$ cat src/rtl/prio_arbiter_rr.sv
// Registered N-input request arbiter with fixed-priority and round-robin modes.
// The grant is held until the owner asserts i_release.
module prio_arbiter_rr #(
  parameter int N      = 8,
  parameter int CODE_W = $clog2(N)
) (
  input  logic              i_clk,
  input  logic              i_rst,
  input  logic              i_mode,
  input  logic [N-1:0]      i_req,
  input  logic              i_release,
  output logic [N-1:0]      o_grant,
  output logic [CODE_W-1:0] o_code,
  output logic              o_valid
);

  typedef enum logic {IDLE, GRANT} state_t;

  state_t              r_state;
  state_t              w_nextState;
  logic [N-1:0]        r_grant;
  logic [CODE_W-1:0]   r_code;
  logic                r_valid;
  logic [CODE_W-1:0]   r_ptr;

  logic [CODE_W-1:0]   w_winFixed;
  logic [CODE_W-1:0]   w_winRr;
  logic [CODE_W-1:0]   w_win;
  logic                w_anyReq;
  logic [N-1:0]        w_grantNext;
  logic [CODE_W-1:0]   w_codeNext;
  logic                w_validNext;
  logic [CODE_W-1:0]   w_ptrNext;

  assign w_anyReq = |i_req;

  always_comb begin
    w_winFixed = '0;
    for (int i = 0; i < N; i++) begin
      if (i_req[i]) w_winFixed = CODE_W'(i);
    end
  end

  // Scan from the farthest offset down so the closest request to r_ptr wins.
  always_comb begin
    w_winRr = '0;
    for (int k = N - 1; k >= 0; k--) begin
      int idx;
      idx = int'(r_ptr) + k;
      if (idx >= N) idx = idx - N;
      if (i_req[idx]) w_winRr = CODE_W'(idx);
    end
  end

  assign w_win = i_mode ? w_winRr : w_winFixed;

  always_ff @(posedge i_clk) begin
    if (i_rst) r_state <= IDLE;
    else       r_state <= w_nextState;
  end

  always_comb begin
    w_nextState = r_state;
    case (r_state)
      IDLE:    if (w_anyReq)  w_nextState = GRANT;
      GRANT:   if (i_release) w_nextState = IDLE;
      default: w_nextState = IDLE;
    endcase
  end

  always_comb begin
    w_grantNext = r_grant;
    w_codeNext  = r_code;
    w_validNext = r_valid;
    w_ptrNext   = r_ptr;
    case (r_state)
      IDLE: begin
        if (w_anyReq) begin
          w_grantNext = {{(N-1){1'b0}}, 1'b1} << w_win;
          w_codeNext  = w_win;
          w_validNext = 1'b1;
          w_ptrNext   = (w_win == CODE_W'(N - 1)) ? '0 : w_win + 1'b1;
        end
      end
      GRANT: begin
        if (i_release) begin
          w_grantNext = '0;
          w_validNext = 1'b0;
        end
      end
      default: begin
        w_grantNext = '0;
        w_validNext = 1'b0;
      end
    endcase
  end

  always_ff @(posedge i_clk) begin
    if (i_rst) begin
      r_grant <= '0;
      r_code  <= '0;
      r_valid <= 1'b0;
      r_ptr   <= '0;
    end else begin
      r_grant <= w_grantNext;
      r_code  <= w_codeNext;
      r_valid <= w_validNext;
      r_ptr   <= w_ptrNext;
    end
  end

  assign o_grant = r_grant;
  assign o_code  = r_code;
  assign o_valid = r_valid;

endmodule

$ cat config.mk
export PLATFORM = sky130hd
export DESIGN_NAME = prio_arbiter_rr
export DESIGN_NICKNAME = d
export VERILOG_FILES = /design/src/rtl/prio_arbiter_rr.sv
export SDC_FILE = /design/constraint.sdc
export NUM_CORES = 1
export LEC_CHECK = 0
export CAP_MARGIN = 20
export CELL_PAD_IN_SITES_DETAIL_PLACEMENT = 1
export CELL_PAD_IN_SITES_GLOBAL_PLACEMENT = 1
export CORE_UTILIZATION = 41
export DETAILED_ROUTE_END_ITERATION = 16
export GPL_ROUTABILITY_DRIVEN = 0
export GPL_TIMING_DRIVEN = 0
export PLACE_DENSITY_LB_ADDON = 0.1
export RECOVER_POWER = 50
export SLEW_MARGIN = 20
export SYNTH_ARGS = -nofsm -noshare
export SYNTH_HDL_FRONTEND = slang
export SYNTH_SLANG_ARGS = --single-unit
$ cat constraint.sdc
create_clock -name i_clk -period 5.1 [get_ports i_clk]
set_input_delay 1.02 -clock i_clk [delete_from_list [all_inputs] [get_ports i_clk]]
set_output_delay 1.02 -clock i_clk [all_outputs]
set_load 0.005 [all_outputs]
======== Word level (Yosys, flattened, before mapping) ========
Index checks and enable logic that the tools add are counted.
storage, ports and cells
  register bits ........................... 16
  input bits .............................. 12
  output and inout bits ................... 12
  word-level logic and storage cells ...... 103
cells by class
  add/subtract/negate cells ............... 16
  order comparisons ....................... 16
  equal/unequal tests ..................... 3
  shifts and indexed selects .............. 1
  mux-type cells .......................... 58
  bitwise logic cells ..................... 1
  reductions and logical operators ........ 3
operators with widths
  kind                 count
  $lt 32x5->1 const B  8
  $mux 32              8
  $mux 3               16
  $sub 4x4->5 const B  7
  $ge 4x4->1 const B   7
  $bmux 1 s3           8
  $mux 1               21
  $add 3x3->4 const B  4
  $mux 8               2
  $pmux 8 s2           1
  $add 3x2->4 const B  2
  $reduce_or 8->1      1
  $shl 1x3->8 const A  1
  $sub 3x4->5 const B  1
  $add 3x1->4 const B  1
  $ge 3x4->1 const B   1
  $ne 2x2->1 const B   2
  $pmux 1 s2           2
  $reduce_and 2->1     2
  $add 3x1->3 const B  1
  $eq 3x3->1 const B   1
  $not 1->1            1

======== Depth between registers and ports, before layout ========
Gate-level depths: netlist of run 1.
  depth after elaboration ................. 18
  depth in mapped cells ................... 15
  depth with buffers taken out ............ 12

======== Least setup slack after synthesis of run 1 ========
No wires, ideal clock.
  path kind ............................... reg-to-reg
  from .................................... reg r_ptr[1]
  to ...................................... reg r_ptr[2]
  data arrival time ....................... 3.547 ns
  slack ................................... 1.426 ns
  stages on the path, launching flop included .. 15
  cells stage by stage .................... dfxtp_1 buf_6 clkbuf_1 inv_1 ha_1 mux4_2 mux2_2 or4_1 nand3_1 nand4_1 a221oi_2 ha_1 ha_1 mux2i_1 nor2_1
between the ends
  word-level cells in the longest chain between the ends .. 17
RTL lines
  element                                           line  source
  start: declaration                                24    logic [CODE_W-1:0] r_ptr;
  start signal: assignment                          108   r_ptr <= w_ptrNext;
  $add 3x3->4                                       49    idx = int'(r_ptr) + k;
  $sub 4x4->5 / $ge 4x4->1 (equally long branches)  50    if (idx >= N) idx = idx - N;
  $mux 32                                           50
  $bmux 1 s3                                        51    if (i_req[idx]) w_winRr = CODE_W'(idx);
  $mux 1 (not written as such) (2 in a row)         51
  $mux 3 (7 in a row)                               51
  $mux 3 (*)                                        51
  $mux 3 (*)                                        55    assign w_win = i_mode ? w_winRr : w_winFixed;
  net w_win[1]                                      28    logic [CODE_W-1:0] w_win;
  $add 3x1->3 / $eq 3x3->1 (equally long branches)  82    w_ptrNext = (w_win == CODE_W'(N - 1)) ? '0 : w_win + 1'b1;
  $mux 3 (*)                                        82
Mark *: on every way through the listed nets, which the timed path passes. The rest lies on a longest branch. The select of a mux whose other input is x is not followed.
A chain may end at the register's enable or synchronous reset.

======== Worst setup path in the final report of run 1 ========
  from .................................... in i_req[6]
  to ...................................... reg r_ptr[2]
between the ends
  word-level cells in the longest chain between the ends .. 14
RTL lines
  element                                           line  source
  start: declaration                                10    input logic [N-1:0] i_req,
  $bmux 1 s3                                        51
  $mux 1 (not written as such) (2 in a row)         51
  $mux 3 (8 in a row)                               51
  $mux 3 (*)                                        55
  net w_win[1]                                      28
  $add 3x1->3 / $eq 3x3->1 (equally long branches)  82
  $mux 3 (*)                                        82
Marks and branches as above.

==> metrics list, run 1 <==
- The smallest clock period supported by the final layout is computed as 4384 ps.
* Post-synth top flop: sky130_fd_sc_hd__dfxtp_1
- Drt pass-1 iters: 4
* Initial antenna violation count: 0
- Root Buffer Master: sky130_fd_sc_hd__clkbuf_8
- In this run, synthesis produced a sequential element count of 16.
- In the synthesized netlist the async set-or-reset flop fraction comes to 0.
- Hold repair after CTS inserted 0 buffers.
* Syn Std Cell Area: around 1600 µm²
- Post-CTS repair changed the size of 0 cells.
- Maximum resistive drop on vdd: roughly 270 µV
* Crit path capture type: flip-flop
- Setup slack on the critical path of the routed design comes to 715.8 ps.
- After detailed routing, the number of vias per cell comes to about 5.9.
* Synthesis warning total: 0
- Data arrives at the worst endpoint at approximately 4500 ps.
* Global-route usage over all layers: 0.2331
- Share of post-route cells with drive strength above 1: 0.1520
- Once the clock tree was built, the setup fixing pass inserted 0 buffers.
* Number of rows created at floorplan: 22
- Accumulated negative setup slack: 0 ps
- Share of the yosys chip area belonging to registers: 0.2014
- Number of sinks handled by clock tree synthesis: 16
- Number of flops mapped to enable cells by yosys: 0
- Setup violations remaining at the end of the flow were counted as 0.
* CTS clock-pin slew for the worst setup and hold paths: 60 ps
- The path class of the tightest hold or removal check is reg2reg.
* Die area: 4132 µm²
- Peak Freq: about 230 MHz
* Final-stage net count: about 220
- In this run, distinct cell masters in the synthesized netlist total 44.
- Quantity of I/O buffers inserted on ports: 18
- The detailed router finished its first iteration with 78 violations.
- Worst Setup Start Kind: primary input
- Slew at the pin with the worst max-slew slack: between 700 and 800 ps
* Clock Skew: between 2 and 3 ps
* Avg Inst Size Synth: ~8.7 µm²
- DP Wirelength: approximately 3.4 mm
- Placeable core area: roughly 3700 µm²
- Relative slew margins: 0.5141
* Worst EP required: about 5200 ps
* LEAKAGE: around 0.00077 µW
* Classification of the worst setup path: in2reg
- Horizontal die dimension: between 60 and 70 µm
- Number of max-slew violations in the final report: 0
- TritonCTS built the clock tree.
* First-pass GRT wire length: approximately 7.4 mm
- For this run, the share of the core covered by cells in the final layout is 0.5112.
- Detailed-route wire length per cell: approximately 18 µm
- Buffers inserted during clock tree synthesis total 3.
* Level count of the clock H-tree: 1
* Pwr Density: 504.5 nW/µm²
* Share of the synthesized area in the top cell type: 0.2014
- The number of hold violations in the final report was 0.
- Die H: around 64 µm
- Number of routed nets with antenna violations: 0
- The cell count after synthesis came out at between 150 and 200.
* Clock latency of the later-clocked register in the worst-skew pair: 250 ps
* Post-route DRC violation count: 0
- Number of vias in the routed layout: 1,478
* Cell type with the largest total area after synthesis: sky130_fd_sc_hd__dfxtp_1
- Fill count: roughly 460
- The area growth from synthesis to layout is 18.57%.
- The number of global-route vias before repair is 1,543.
- Max-cap violation count: 0
- The number of antenna diodes in the final layout is 0.
- Worst setup slack for register-to-register paths: around 740 ps
- Final worst-path cycle share: 0.8597
- Pin count of the biggest net entering global routing: 11
- By area the synthesized netlist is led by sky130_fd_sc_hd__dfxtp_1, sky130_fd_sc_hd__mux4_2, sky130_fd_sc_hd__mux2i_1.
- In this run the count of I/O pins placed on the die edge is 24.
- Leaving out fill and tap cells, the most frequent cell in the layout is sky130_fd_sc_hd__nand2_1.
- The flow ran to the end, and the final reports show no timing, DRC or antenna violations.
* Overall power: roughly 950 µW
- Net count after synthesis: approximately 200
- The routed design has around 4.4 mm of wire.
- In this run the worst path has a maximum fanout of 10.
- The clock passes through at most 2 buffers.
* Initial core utilization: 0.4311
- Timing analysis after detailed placement gives a worst setup slack of ~600 ps.
- RSZ-0062 raised after global routing: no
* Leading cell types in the layout, fill and taps excluded: sky130_fd_sc_hd__nand2_1, sky130_fd_sc_hd__mux2i_1, sky130_fd_sc_hd__dfxtp_1, sky130_fd_sc_hd__dlygate4sd3_1, sky130_fd_sc_hd__inv_1
- GRT Residual Overflow: 0
stage by stage:
stage                     area, µm²  cells  hold slack, ps
after floorplan                1590    182           448.7
after global placement         1831    248           434.1
after detailed placement       1831    248           447.3
after CTS                      1886    252           462.6
after global routing           1886    252           474.8
final                          1886    252           453.8
final timing paths:
check | start | to | depth (start not counted)
setup reg to reg | r_ptr[1] | r_ptr[2] | 15
hold / removal | o_grant[4] | o_grant[4] | 2
setup / recovery | i_req[6] | r_ptr[2] | 12
hold reg to reg | o_grant[4] | o_grant[4] | 2
flip-flops by register name, summed over array words and instances, names as in the netlist:
register	cells
o_valid	1
r_state	1
o_code	3
r_ptr	3
o_grant	8
synth_stat cells (all sizes together) (2+ instances only):
| master | n |
|---|---|
| mux2 | 7 |
| xor2 | 2 |
| o21a | 2 |
| mux2i | 16 |
| a21o | 2 |
| nor2 | 10 |
| a31oi | 2 |
| o21ai | 9 |
| a211oi | 4 |
| ha | 7 |
| a221oi | 2 |
| a21oi | 10 |
| dfxtp | 16 |
| nor4 | 3 |
| o22ai | 3 |
| buf | 9 |
| nor3b | 3 |
| nand3 | 4 |
| nand2b | 3 |
| nor3 | 2 |
| mux4 | 10 |
| inv | 11 |
| o31ai | 2 |
| clkbuf | 8 |
| nand2 | 18 |
| a32o | 4 |
layout make-up:
type	instances	area, µm²	area share
buffer	17	95.09	0.05043
sequential	16	320.3	0.1699
tap	48	60.06	0.03185
inverter	11	41.29	0.02190
multi-input combinational	138	1134	0.6012
timing repair buffer	18	180.2	0.09555
clock buffer	4	55.05	0.02920
critical path: stages:
cell and delay [ps]:
sky130_fd_sc_hd__dlygate4sd3_1 550, sky130_fd_sc_hd__clkbuf_1 240, sky130_fd_sc_hd__mux4_2 590, sky130_fd_sc_hd__mux2_2 330, sky130_fd_sc_hd__or4_1 400, sky130_fd_sc_hd__nand3_1 100, sky130_fd_sc_hd__nand4_1 110, sky130_fd_sc_hd__a221oi_2 470
sky130_fd_sc_hd__ha_1 270, sky130_fd_sc_hd__ha_1 240, sky130_fd_sc_hd__mux2i_1 140, sky130_fd_sc_hd__nor2_1 60
cells by family after synthesis:
| kind of cell | after synthesis | share of synthesized area |
|---|---|---|
| DFF | 16 | 0.2014 |
| AOI/OAI and AO/OA | 45 | 0.1943 |
| and+or+nand+nor | 50 | 0.1527 |
| xor gates and xnor gates | 3 | 0.01653 |
| muxes | 33 | 0.2943 |
| adders and majority gates | 7 | 0.05507 |
| buffers and inverters | 28 | 0.08576 |
where the power goes:
group          internal, µW  leakage [µW]  switching [µW]  total, µW
logic                   305      0.000609             372        677
registers               150      0.000132            11.9        162
clock network          68.5     0.0000288            43.8        112
metal layers:
layer / wire, µm / global-route usage / vias up
li1: - / - / 721
met1: 2090 / 0.3169 / 726
met2: 2175 / 0.3816 / 29
met3: 134 / 0.04464 / 2
met4: 21 / 0.04722 / 0
met5: 0 / 0 / -
No activity file was read; power rests on OpenSTA's default activity.
==> inputs of run 2 (changes only) <==
--- a/config.mk
+++ b/config.mk
@@ -8,6 +8,7 @@
 export CAP_MARGIN = 20
 export CELL_PAD_IN_SITES_DETAIL_PLACEMENT = 1
 export CELL_PAD_IN_SITES_GLOBAL_PLACEMENT = 1
+export CORE_MARGIN = 4
 export CORE_UTILIZATION = 41
 export DETAILED_ROUTE_END_ITERATION = 16
 export GPL_ROUTABILITY_DRIVEN = 0
==> constraint.sdc (replaced) <==
create_clock -name i_clk -period 4.5 [get_ports i_clk]
set_input_delay 0.9 -clock i_clk [delete_from_list [all_inputs] [get_ports i_clk]]
set_output_delay 0.9 -clock i_clk [all_outputs]
set_load 0.005 [all_outputs]
==> run 2 against run 1 <==
Effect of this change:
- combinational power rose by 12%
- global-route usage is 3.7 points lower
- first-iteration DRC count increased by 10%
- largest cell class unchanged
- largest power group unchanged
==> metrics list, run 2 (synthesis gave the netlist of run 1 again) <==
- Most used routing layer: met2
* Peak Freq: around 240 MHz
- CTS tree: done
- The worst hold path belongs to the class reg2reg.
- Die H: 70.28 µm (+9.3%)
* Slowest stage cell, crit path: sky130_fd_sc_hd__mux4_2
- The total via count in the routed design is 1,547 (+4.7%).
* Initial core utilization: 0.4279 (-0.003194)
- The hold-fix buffer count after cts is 0 (unchanged).
- Placeable core area: 3716 µm² (+0.75%)
- The relative slew slack was 0.5396 (+0.02555).
- Inserted Diodes: 0 (unchanged)
- I/O pins: 24 (unchanged)
* Worst setup slack for register-to-register paths: 540 ps (-200 ps)
- The count of placed standard cells in the final layout, fillers left out is 251 (-0.40%).
* Number of rows created at floorplan: 22 (unchanged)
- Among the stages of the critical path, the cell type that occurs most often is sky130_fd_sc_hd__ha_1.
- The number of nets in the layout was 223 (-0.45%).
- Cell Count Post-Placement: 248 (unchanged)
- Min Tclk post-route: a little over 4000 ps
- The stage delay of the slowest cell on the critical path was 590 ps (about the same).
- Drt pass-1 iters: 4 (unchanged)
* Min Hold Slack: 450.3 ps (-3.428 ps)
- RSZ-0062 raised after global routing: no
- The highest net fanout along the worst path is 10 (unchanged).
* Die area: 4939 µm² (+20%)
* Maximum resistive drop on vdd: 224.8 µV (-17%)
* Mean number of vias per cell: 6.163 (+5.1%)
* TritonCTS buffer count: 3 (unchanged)
* Global-route usage over all layers: 0.1965 (-0.03656)
- The number of global-route vias before repair came to 1,552 (+0.58%).
- The worst-skew pair later-pin latency was 260 ps (about the same).
* Result of the run: finished clean
- Traced cell by cell, the critical path runs through clkdlybuf4s50_1 > clkbuf_1 > mux4_2 > mux2_2 > or4_1 > nand3_1 > nand4_1 > a221oi_2 > ha_1 > ha_1 > mux2i_1 > nor2_1.
- Number of sinks handled by clock tree synthesis: 16 (unchanged)
- Number of routed nets with antenna violations: 0 (unchanged)
- Crit path capture type: flip-flop
- Data arrival time of the critical path: 4280 ps (-230 ps)
- Worst R2R Path Depth: 14 (-1)
- GRT met1 Usage: 0.2699 (-0.04695)
- The setup total negative slack is 0 ps (unchanged).
* Root Buffer Master: sky130_fd_sc_hd__clkbuf_8
- Detailed-route wire length per cell: 18.04 µm (+2.8%)
- Number of violations reported at the end of detailed-routing iteration 0: 86 (+10%)
- The horizontal die dimension came to 70.28 µm (+9.3%).
- Worst Setup Start Kind: primary input
* Max-cap violation count: 0 (unchanged)
* Slew at the pin with the worst max-slew slack: 685.3 ps (-38.04 ps)
- Most common library cell in the layout ignoring fill and taps: sky130_fd_sc_hd__nand2_1
* Share of post-route cells with drive strength above 1: 0.1527 (+0.0007486)
- First-pass GRT wire length: 7.817 mm (+5.5%)
- LEAKAGE: 0.0007683 µW (-0.19%)
* Critical path capture point: r_ptr[2]
- Area Growth Syn to Fin: 18.33%
- Final-report setup violation count: 0 (unchanged)
- Capture instance of the worst register-to-register path: r_ptr[2]
- Initial antenna violation count: 0 (unchanged)
- Largest register FFs: 8 (unchanged)
- Quantity of I/O buffers inserted on ports: 18 (unchanged)
- Leading cell types in the layout, fill and taps excluded: sky130_fd_sc_hd__nand2_1, sky130_fd_sc_hd__mux2i_1, sky130_fd_sc_hd__dfxtp_1, sky130_fd_sc_hd__dlygate4sd3_1, sky130_fd_sc_hd__inv_1
* Pwr Density: 568.7 nW/µm² (+13%)
- The met2 usage is 0.3129 (-0.06869).
- Final worst-path cycle share: 0.9232
* Level count of the clock H-tree: 1 (unchanged)
* Clock Skew: 3.225 ps (+0.3277 ps)
- Number of max-slew violations in the final report: 0 (unchanged)
- The detailed-placement wirelength estimate was 3.575 mm (+5.2%).
- Reg-to-reg critical path startpoint: r_ptr[0]
* Number of cells traversed by the worst hold path: 2 (unchanged)
* Global routing usage on met3: 0.03309 (-0.01155)
- The number of buffers on the longest clock path was 2 (unchanged).
* CTS clock-pin slew for the worst setup and hold paths: 60 ps (about the same)
- Worst EP required: 4630 ps (-590 ps)
- The number of hold violations in the final report is 0 (unchanged).
- The largest net degree at the start of global routing is 11 (unchanged).
* Critical path origin: i_req[6]
- Drt total wl: 4.529 mm (+2.4%)
- The critical path is of the in2reg type.
- The residual DRC count was 0 (unchanged).
- GRT Residual Overflow: 0 (unchanged)
## run 2: cell types whose count changed in the layout (fill, tap and decap cells not counted)
cell                              before  now
sky130_fd_sc_hd__clkbuf_1              8    7
sky130_fd_sc_hd__clkdlybuf4s50_1       5    6
sky130_fd_sc_hd__dlygate4sd3_1        13   12
## run 2: critical path: cells and delay by family
family | cells | cell delay [ps]
buffers and inverters | 2 | 650
adder cells (fa/ha/maj) | 2 | 500
multiplexers | 3 | 1050
AO/OA/AOI/OAI | 1 | 460
AND/OR/NAND/NOR | 4 | 690
## run 2: how the worst min path moves through the flow
stage	start	endpoint	slack [ps]
4_1_cts	o_grant[4]	o_grant[4]	470
2_1_floorplan	o_grant[4]	o_grant[4]	450
5_1_grt	o_grant[5]	o_grant[5]	490
3_5_place_dp	o_grant[4]	o_grant[4]	450
6_report	o_grant[4]	o_grant[4]	450
3_3_place_gp	o_grant[6]	o_grant[6]	430
## run 2: power by group
group,leakage (µW),total (µW),internal (µW),switching [µW]
Combinational,0.000608,758,343,414
Clock,0.0000288,129,77.8,50.8
Sequential,0.000132,184,170,14.4
Total,0.000768,1070,591,479
## run 2: cell type report
type	instances	area, µm²
clock buffers	4	55.05
flip-flops and latches	16	320.3
plain buffers	16	91.34
inverters	11	41.29
multi-input cells	138	1134
fillers	468	1834
repair buffers	18	180.2
well taps	48	60.06
## run 2: timing repair
action                                  in CTS  in global routing
setup buffers                                0                  0
gates resized for setup                      0                  0
endpoints found under the hold margin        0                  0
endpoints found under the setup margin       0                  4
## run 2: routing by layer
metal | part of all wire | wire length (µm)
met4 | 0.016 | 74
met1 | 0.45 | 2044
met3 | 0.046 | 207
met2 | 0.49 | 2203
met5 | 0 | 0
## run 2: metrics by stage
stage / setup slack, ps / power [µW] / utilization / area [µm²]
finish: 345.4 / 1070 / 0.5064 / 1882
global route: 172.8 / 1163 / 0.5064 / 1882
global placement: 189.3 / 918.0 / 0.4926 / 1831
detailed placement: 74.80 / 953.9 / 0.4926 / 1831
floorplan: 825.6 / 760.2 / - / 1590
CTS: 61.73 / 1086 / 0.5074 / 1886
